`src/rtl/rx_4b_frame_pkg.sv`:
```
// Shared types and sizing for the SPI receive stage feeding the 4-bit ALU.
package rx_pkg;

    localparam int OPC_W_DEF = 4;
    localparam int OP_W_DEF  = 8;

    // One opcode nibble followed by two operands of OP_W/4 nibbles each.
    function automatic int frame_n(input int op_w);
        return 1 + 2 * (op_w / 4);
    endfunction

    typedef enum logic {
        RX_IDLE,
        RX_RECV
    } rx_state_t;

    typedef struct packed {
        logic [OPC_W_DEF-1:0] opcode;
        logic [OP_W_DEF-1:0]  op_a;
        logic [OP_W_DEF-1:0]  op_b;
    } instr_t;

endpackage

```
`src/rtl/rx_4b_frame_if.sv`:
```
// Instruction handshake between the receive stage (master) and the ALU (slave).
interface rx_4b_frame_if #(
    parameter int OPC_W = 4,
    parameter int OP_W  = 8
);
    logic             instr_valid;
    logic             instr_ready;
    logic [OPC_W-1:0] opcode;
    logic [OP_W-1:0]  op_a;
    logic [OP_W-1:0]  op_b;

    modport master (
        output instr_valid, opcode, op_a, op_b,
        input  instr_ready
    );

    modport slave (
        input  instr_valid, opcode, op_a, op_b,
        output instr_ready
    );
endinterface

```
`src/rtl/rx_4b_frame_spi_edge_det.sv`:
```
// Edge detector for a clk-synchronous SPI clock; prev resets high so a line
// already high at reset release is not seen as a rising edge.
module spi_edge_det (
    input  logic clk,
    input  logic rst,
    input  logic sig_in,
    output logic rise,
    output logic fall
);
    logic prev;

    always_ff @(posedge clk) begin
        if (rst) prev <= 1'b1;
        else     prev <= sig_in;
    end

    assign rise = sig_in & ~prev;
    assign fall = ~sig_in & prev;
endmodule

```
`src/rtl/rx_4b_frame.sv`:
```
// Assembles SPI nibbles (LS nibble first) into opcode/op_a/op_b frames and
// presents them to the ALU through a one-entry valid/ready output buffer.
module rx_4b_frame
    import rx_pkg::*;
#(
    parameter int OPC_W = OPC_W_DEF,
    parameter int OP_W  = OP_W_DEF
) (
    input  logic              clk,
    input  logic              rst,
    input  logic              spi_clk,
    input  logic              spi_w,
    input  logic [3:0]        mosi,
    rx_4b_frame_if.master     alu,
    output logic              rx_busy,
    output logic              rx_overflow,
    output logic              rx_abort
);
    localparam int FRAME_N = frame_n(OP_W);
    localparam int SH_W    = 4 * FRAME_N;
    localparam int CNT_W   = $clog2(FRAME_N + 1);
    localparam logic [CNT_W-1:0] CNT_LAST = CNT_W'(FRAME_N - 1);

    logic             spi_rise;
    rx_state_t        state;
    logic [CNT_W-1:0] cnt;
    logic [SH_W-1:0]  sh;
    logic [SH_W-1:0]  frame_next;
    logic             capture;
    logic             complete;
    logic             take;

    spi_edge_det u_edge (
        .clk    (clk),
        .rst    (rst),
        .sig_in (spi_clk),
        .rise   (spi_rise),
        .fall   ()
    );

    // Nibbles shift in from the top so n0 ends up in the low bits.
    always_comb begin
        capture    = spi_rise & spi_w;
        frame_next = {mosi, sh[SH_W-1:4]};
        complete   = capture && (cnt == CNT_LAST);
        take       = alu.instr_valid & alu.instr_ready;
    end

    always_ff @(posedge clk) begin
        if (rst) begin
            state           <= RX_IDLE;
            cnt             <= '0;
            sh              <= '0;
            rx_overflow     <= 1'b0;
            rx_abort        <= 1'b0;
            alu.instr_valid <= 1'b0;
            alu.opcode      <= '0;
            alu.op_a        <= '0;
            alu.op_b        <= '0;
        end else begin
            rx_overflow <= 1'b0;
            rx_abort    <= 1'b0;

            if (capture) begin
                sh  <= frame_next;
                cnt <= complete ? '0 : cnt + 1'b1;
            end

            case (state)
                RX_IDLE: if (spi_w) state <= RX_RECV;
                RX_RECV: begin
                    if (!spi_w) begin
                        state <= RX_IDLE;
                        if (cnt != '0) begin
                            rx_abort <= 1'b1;
                            cnt      <= '0;
                        end
                    end
                end
                default: state <= RX_IDLE;
            endcase

            // A full buffer being drained this edge can be refilled in the same edge.
            if (complete) begin
                if (!alu.instr_valid || alu.instr_ready) begin
                    alu.instr_valid <= 1'b1;
                    alu.opcode      <= frame_next[OPC_W-1:0];
                    alu.op_a        <= frame_next[4 +: OP_W];
                    alu.op_b        <= frame_next[4 + OP_W +: OP_W];
                end else begin
                    rx_overflow <= 1'b1;
                end
            end else if (take) begin
                alu.instr_valid <= 1'b0;
            end
        end
    end

    assign rx_busy = (cnt != '0);
endmodule
```
`src/flat_wrapper.sv`:
```
// flat-port wrapper written by rule: the top's interface ports become plain ports
module rx_4b_frame_flat import rx_pkg::*;
#(
    parameter int OPC_W = OPC_W_DEF,
    parameter int OP_W  = OP_W_DEF
)
  (clk, rst, spi_clk, spi_w, mosi, rx_busy, rx_overflow, rx_abort, alu_instr_valid, alu_opcode, alu_op_a, alu_op_b, alu_instr_ready);
  rx_4b_frame_if #(.OPC_W(OPC_W), .OP_W(OP_W)) alu_i ();
  input  logic clk;
  input  logic rst;
  input  logic spi_clk;
  input  logic spi_w;
  input  logic [3:0] mosi;
  output logic rx_busy;
  output logic rx_overflow;
  output logic rx_abort;
  output wire logic [$bits(alu_i.instr_valid)-1:0] alu_instr_valid;
  output wire logic [$bits(alu_i.opcode)-1:0] alu_opcode;
  output wire logic [$bits(alu_i.op_a)-1:0] alu_op_a;
  output wire logic [$bits(alu_i.op_b)-1:0] alu_op_b;
  input wire logic [$bits(alu_i.instr_ready)-1:0] alu_instr_ready;
  assign alu_instr_valid = alu_i.instr_valid;
  assign alu_opcode = alu_i.opcode;
  assign alu_op_a = alu_i.op_a;
  assign alu_op_b = alu_i.op_b;
  assign alu_i.instr_ready = alu_instr_ready;
  rx_4b_frame #(.OPC_W(OPC_W), .OP_W(OP_W)) u_core (.clk(clk), .rst(rst), .spi_clk(spi_clk), .spi_w(spi_w), .mosi(mosi), .alu(alu_i), .rx_busy(rx_busy), .rx_overflow(rx_overflow), .rx_abort(rx_abort));
endmodule
```
`config.mk`:
```
export PLATFORM = sky130hd
export DESIGN_NAME = rx_4b_frame_flat
export DESIGN_NICKNAME = d
export VERILOG_FILES = /design/src/rtl/rx_4b_frame_pkg.sv /design/src/rtl/rx_4b_frame_if.sv /design/src/rtl/rx_4b_frame_spi_edge_det.sv /design/src/rtl/rx_4b_frame.sv /design/src/flat_wrapper.sv
export SDC_FILE = /design/constraint.sdc
export NUM_CORES = 1
export LEC_CHECK = 0
export CAP_MARGIN = 10
export CORE_ASPECT_RATIO = 0.7
export CORE_UTILIZATION = 57
export CTS_BUF_LIST = sky130_fd_sc_hd__clkbuf_4
export DETAILED_ROUTE_END_ITERATION = 7
export PLACE_DENSITY_LB_ADDON = 0.3
export SYNTH_ARGS = -nofsm -noshare
export SYNTH_HDL_FRONTEND = slang
export SYNTH_SLANG_ARGS = --single-unit
```
`constraint.sdc`:
```
create_clock -name clk -period 2.2 [get_ports clk]
set_clock_uncertainty 0.15 [all_clocks]
set_input_delay 0.55 -clock clk [delete_from_list [all_inputs] [get_ports clk]]
set_output_delay 0.55 -clock clk [all_outputs]
set_load 0.05 [all_outputs]
```
Yosys cells after proc, flatten, opt, wreduce, memory -nomap -nowiden
Index checks and enable logic that the tools add are counted.

storage, ports and cells
  register bits = 48
  bits in latches = 0
  bits in writable memories = 0
  bits in read-only memories = 0
  bits of input ports = 9
  output and inout port bits = 24
  word-level logic and storage cells = 39
  memories = 0

cells by class
  add/sub/neg operators = 1
  $mul = 0
  div/mod/pow operators = 0
  magnitude comparators = 0
  eq/ne operators = 2
  shift-type cells = 0
  mux-type cells = 11
  bitwise logic cells = 6
  reductions and logical operators = 9

operators with widths
  operator                                      number
  two-way mux 3 bit                             5
  two-way mux 1 bit                             6
  AND reduction 2 bit                           2
  adder 3 x 1 -> 3 bit (second input constant)  1
  bitwise AND 1 bit                             3
  == test 3 bit (second input constant)         1
  NOT 1 bit                                     3
  nonzero test 3 bit                            1
  OR reduction 3 bit                            1
  != test 2 bit (second input constant)         1
  nonzero test 2 bit                            1
  OR reduction 2 bit                            1
  logical AND 1 bit                             1
  zero test 1 bit                               1
  logical OR 1 bit                              1

Longest topological paths before layout
  word-level depth = 9
  gate-level depth with buffers = 6
  mapped depth without buffers = 5

By module
A second synthesis with hierarchy kept.

second synthesis, totals
  cells, all modules = 193
  area, all modules = 1712.9 µm²

by module, submodules not included
  module        times used  cells each  area each (µm²)  seq. area each (µm²)
  rx_4b_frame   1           189         1672.9           860.8
  spi_edge_det  1           4           40.0             20.0

Worst setup path before layout
OpenSTA, ideal clock, no wires.

  path kind = flip-flop to output port
  start point = register u_core.cnt[0]
  end point = output rx_busy
  arrival time = 1026 ps
  data required time = 1500 ps
  slack = 474 ps
  cell stages (with the launch flop) = 4
  buffers on the path = 0
  cell sequence = dfxtp_1 inv_1 ha_1 nand2b_1

on the way
  cells in the longest elaborated chain, start to end = 1

ends and longest elaborated chain
  item                    RTL line            RTL
  from (decl)             rx_4b_frame.sv:26   logic [CNT_W-1:0] cnt;
  from (signal assigned)  rx_4b_frame.sv:66   cnt <= complete ? '0 : cnt + 1'b1;
  nonzero test 3 bit      rx_4b_frame.sv:99   assign rx_busy = (cnt != '0);
  to (decl)               flat_wrapper.sv:14  output logic rx_busy;

No other way between the ends.

Final worst setup path
Same ends and word-level chain as after synthesis.

==> reports/qor.yml <==
layout:
  final.fill_count: 203
  syn2layout_area_growth_pct: 22.0
  insertedDiodeCount: 0
  drive_gt1_share_pct: 7.14
  fin_util_pct: 75.3
  instances_no_fill: 260
  final_nets: 234
worst_setup_path:
  worstSetupStartpoint: "u_core.cnt[0]"
  reg2reg_from: "u_core.cnt[0]"
  required_ns: 1.50
  r2r-end: "u_core.cnt[2]"
  critical_path_arrival_ns: 1.36
  crit_end: "rx_busy"
  critical_path.max_fanout: 5
  rrSetupSlack_ns: 0.61
  path_class: "reg2out"
  end_kind: "output port"
  rr_worst_depth: 5
  start_kind: "flop"
yosys:
  postSynthCellCount: 193
  avgSynthCellArea_sq_um: 9.15
  yosysUniqueCellTypes: 20
  synth_area_sq_mm: 0.00177
  yosysWarningCount: 0
  ys_ff_latch: 44
  ys_seq_area_share_pct: 49.9
  async_flop_share_pct: 0
  synth_nets: 204
  synth_edf_count: 0
  ys.flop_type: "dfxtp_1"
drt:
  viasPerCell: 5.28
  drt_iter0_drc: 62
  dr.pass1.iters: 4
  routedWlPerCell_um: 13.2
  drtAntennaViolNets: 0
  drc: 0
  totalWireLength_mm: 3.42
  vias: 1372
global_routing:
  grt_usage_pct: 23.4
  grt_start_max_net_pins: 63
  grt_pass1_vias: 1282
  overflow: 0
  antenna_found_initial: 0
  grt_pass1_wl_mm: 5.75
power:
  p_leak_nw: 0.817
  intPower_w: 0.000973
  switching_share_pct: 23.1
  pwr-share-comb_pct: 5.6
  power_w: 0.00127
  seqPwrFrac_pct: 63.6
  switching_power_w: 0.000293
  power_frac_clock_pct: 30.9
  powerDensity_mw_per_mm2: 587
  peakVddDrop_uv: 367
clock_tree:
  cts_made_buffers: 5
  htreeDepth: 2
  cts_tree: "done"
  cts.sinks: 44
  cts_setup_buffers: 0
  clock_path_buffers: 2
  clockRootBuffer: "clkbuf_4"
  clock_latency_ns: 0.36
  clkTransAtPathRegs_ns: 0.13
placed_design:
  dp_hpwl_mm: 2.23
  dp.cells: 252
  port_buffers: 32
  place_ws_ns: 0.0217
  gp_congestion: 0.693
sta:
  worst_slew_pin_slew_ns: 0.511
  finalCriticalPeriod_ns: 2.06
  drv_slew: 0
  timing.final.crit_share_pct: 93.4
  setup_slack_ns: 0.144
  rsz0062_at_grt: "no"
  relSlewSlack_pct: 66.1
  finalSetupViolCount: 0
  clock.fmax_mhz: 486
  tns_ns: 0
  hold_viol_final: 0
floorplanning:
  die_w_um: 68.5
  core.rowCount: 16
  io_pins: 33
  dieArea_sq_mm: 0.00333
  core_area_sq_mm: 0.00286
  initial_core_util_pct: 61.7
  die_h_um: 48.6
run:
  drv_cap: 0
outcome:
  outcome: "complete, no violations"
min_path:
  hp-class: "reg2reg"
==> repair_timing <==
item / in CTS / in global routing
setup endpoints to repair: 22 / 1
gates resized for setup: 22 / 1
hold buffers: 0 / 0
==> critical path, stage by stage (launching register included) <==
cell	delay [ns]
dfxtp_2	0.37
inv_1	0.05
ha_1	0.24
nand2b_1	0.18
buf_12	0.16
==> synth_stat cells (2+ instances only) <==
library cell  number  area, sq um
mux2i_1           20          200
nand2_1           36          135
nand2b_1          42          263
ha_1               2         25.0
buf_2              4         20.0
clkbuf_1           7         26.3
buf_6              2         22.5
dfxtp_1           44          881
inv_1              3         11.3
nor3_1             2         10.0
nor2_1             2         7.51
a21oi_1           21          105
==> sequential cells by signal, indices dropped and copies added, names as in the netlist <==
name,count
u_core.sh,16
u_core.rx_abort,1
u_core.u_edge.prev,1
u_core.cnt,3
u_core.alu.op_a,8
u_core.alu.instr_valid,1
u_core.alu.op_b,8
u_core.state,1
u_core.rx_overflow,1
u_core.alu.opcode,4
==> cell type report <==
cell class | count | area, sq um | area share [%]
clock inverters | 2 | 11.3 | 0.522
well taps | 36 | 45.0 | 2.09
clock buffers | 6 | 45.0 | 2.09
multi-input cells | 133 | 806 | 37.4
repair buffers | 36 | 355 | 16.5
inverters | 3 | 11.3 | 0.522
flip-flops and latches | 44 | 882 | 40.9
==> per-layer routing <==
layer	GRT usage [%]	up-vias	part of all wire, %
met5	0	-	0
met4	9.72	0	1.5
met3	7.31	5	4.7
met2	37.4	34	50
met1	28.8	649	44
li1	-	684	-
==> placed cells by master (no fill, tap or decap), types with 3 or more instances in the layout <==
| cell type | instances |
|---|---|
| dfxtp_1 | 43 |
| inv_1 | 3 |
| mux2i_1 | 20 |
| nand2b_1 | 42 |
| clkdlybuf4s50_1 | 8 |
| dlygate4sd2_1 | 22 |
| clkbuf_4 | 6 |
| buf_12 | 3 |
| nand2_1 | 36 |
| buf_4 | 3 |
| a21oi_1 | 21 |
==> stage by stage <==
step / hold slack, ns / instance area, sq um
global placement: 0.297 / 2130
CTS: 0.325 / 2150
floorplan: 0.287 / 1770
finish: 0.325 / 2160
detailed placement: 0.305 / 2130
global route: 0.348 / 2160
==> power by group through the flow <==
stage | registers [W] | clock network, W | logic (W)
2_1_floorplan | 0.000821 | 0 | 0.0000407
3_3_place_gp | 0.000821 | 0 | 0.0000676
3_5_place_dp | 0.000822 | 0 | 0.0000696
4_1_cts | 0.000804 | 0.000401 | 0.0000699
5_1_grt | 0.000805 | 0.000438 | 0.0000759
6_report | 0.000804 | 0.000391 | 0.0000703
==> cells by family after synthesis <==
family          synth area share, %
buf+inv                        4.53
compound gates                 6.73
flops                          49.9
fa+ha+maj                      1.42
mux                            11.3
simple gates                   26.1
==> worst min path at each step <==
stage                        from                 end  slack [ns]  depth (start not counted)
5_1_grt              u_core.sh[7]        u_core.sh[7]        0.35                          2
4_1_cts              u_core.sh[6]        u_core.sh[6]        0.32                          2
3_3_place_gp         u_core.sh[4]        u_core.sh[4]        0.30                          2
3_5_place_dp         u_core.sh[5]        u_core.sh[5]        0.31                          2
2_1_floorplan        u_core.sh[4]        u_core.sh[4]        0.29                          2
6_report       u_core.alu.op_b[6]  u_core.alu.op_b[6]        0.32                          2
Note: power is estimated with default switching activity, not from simulation.
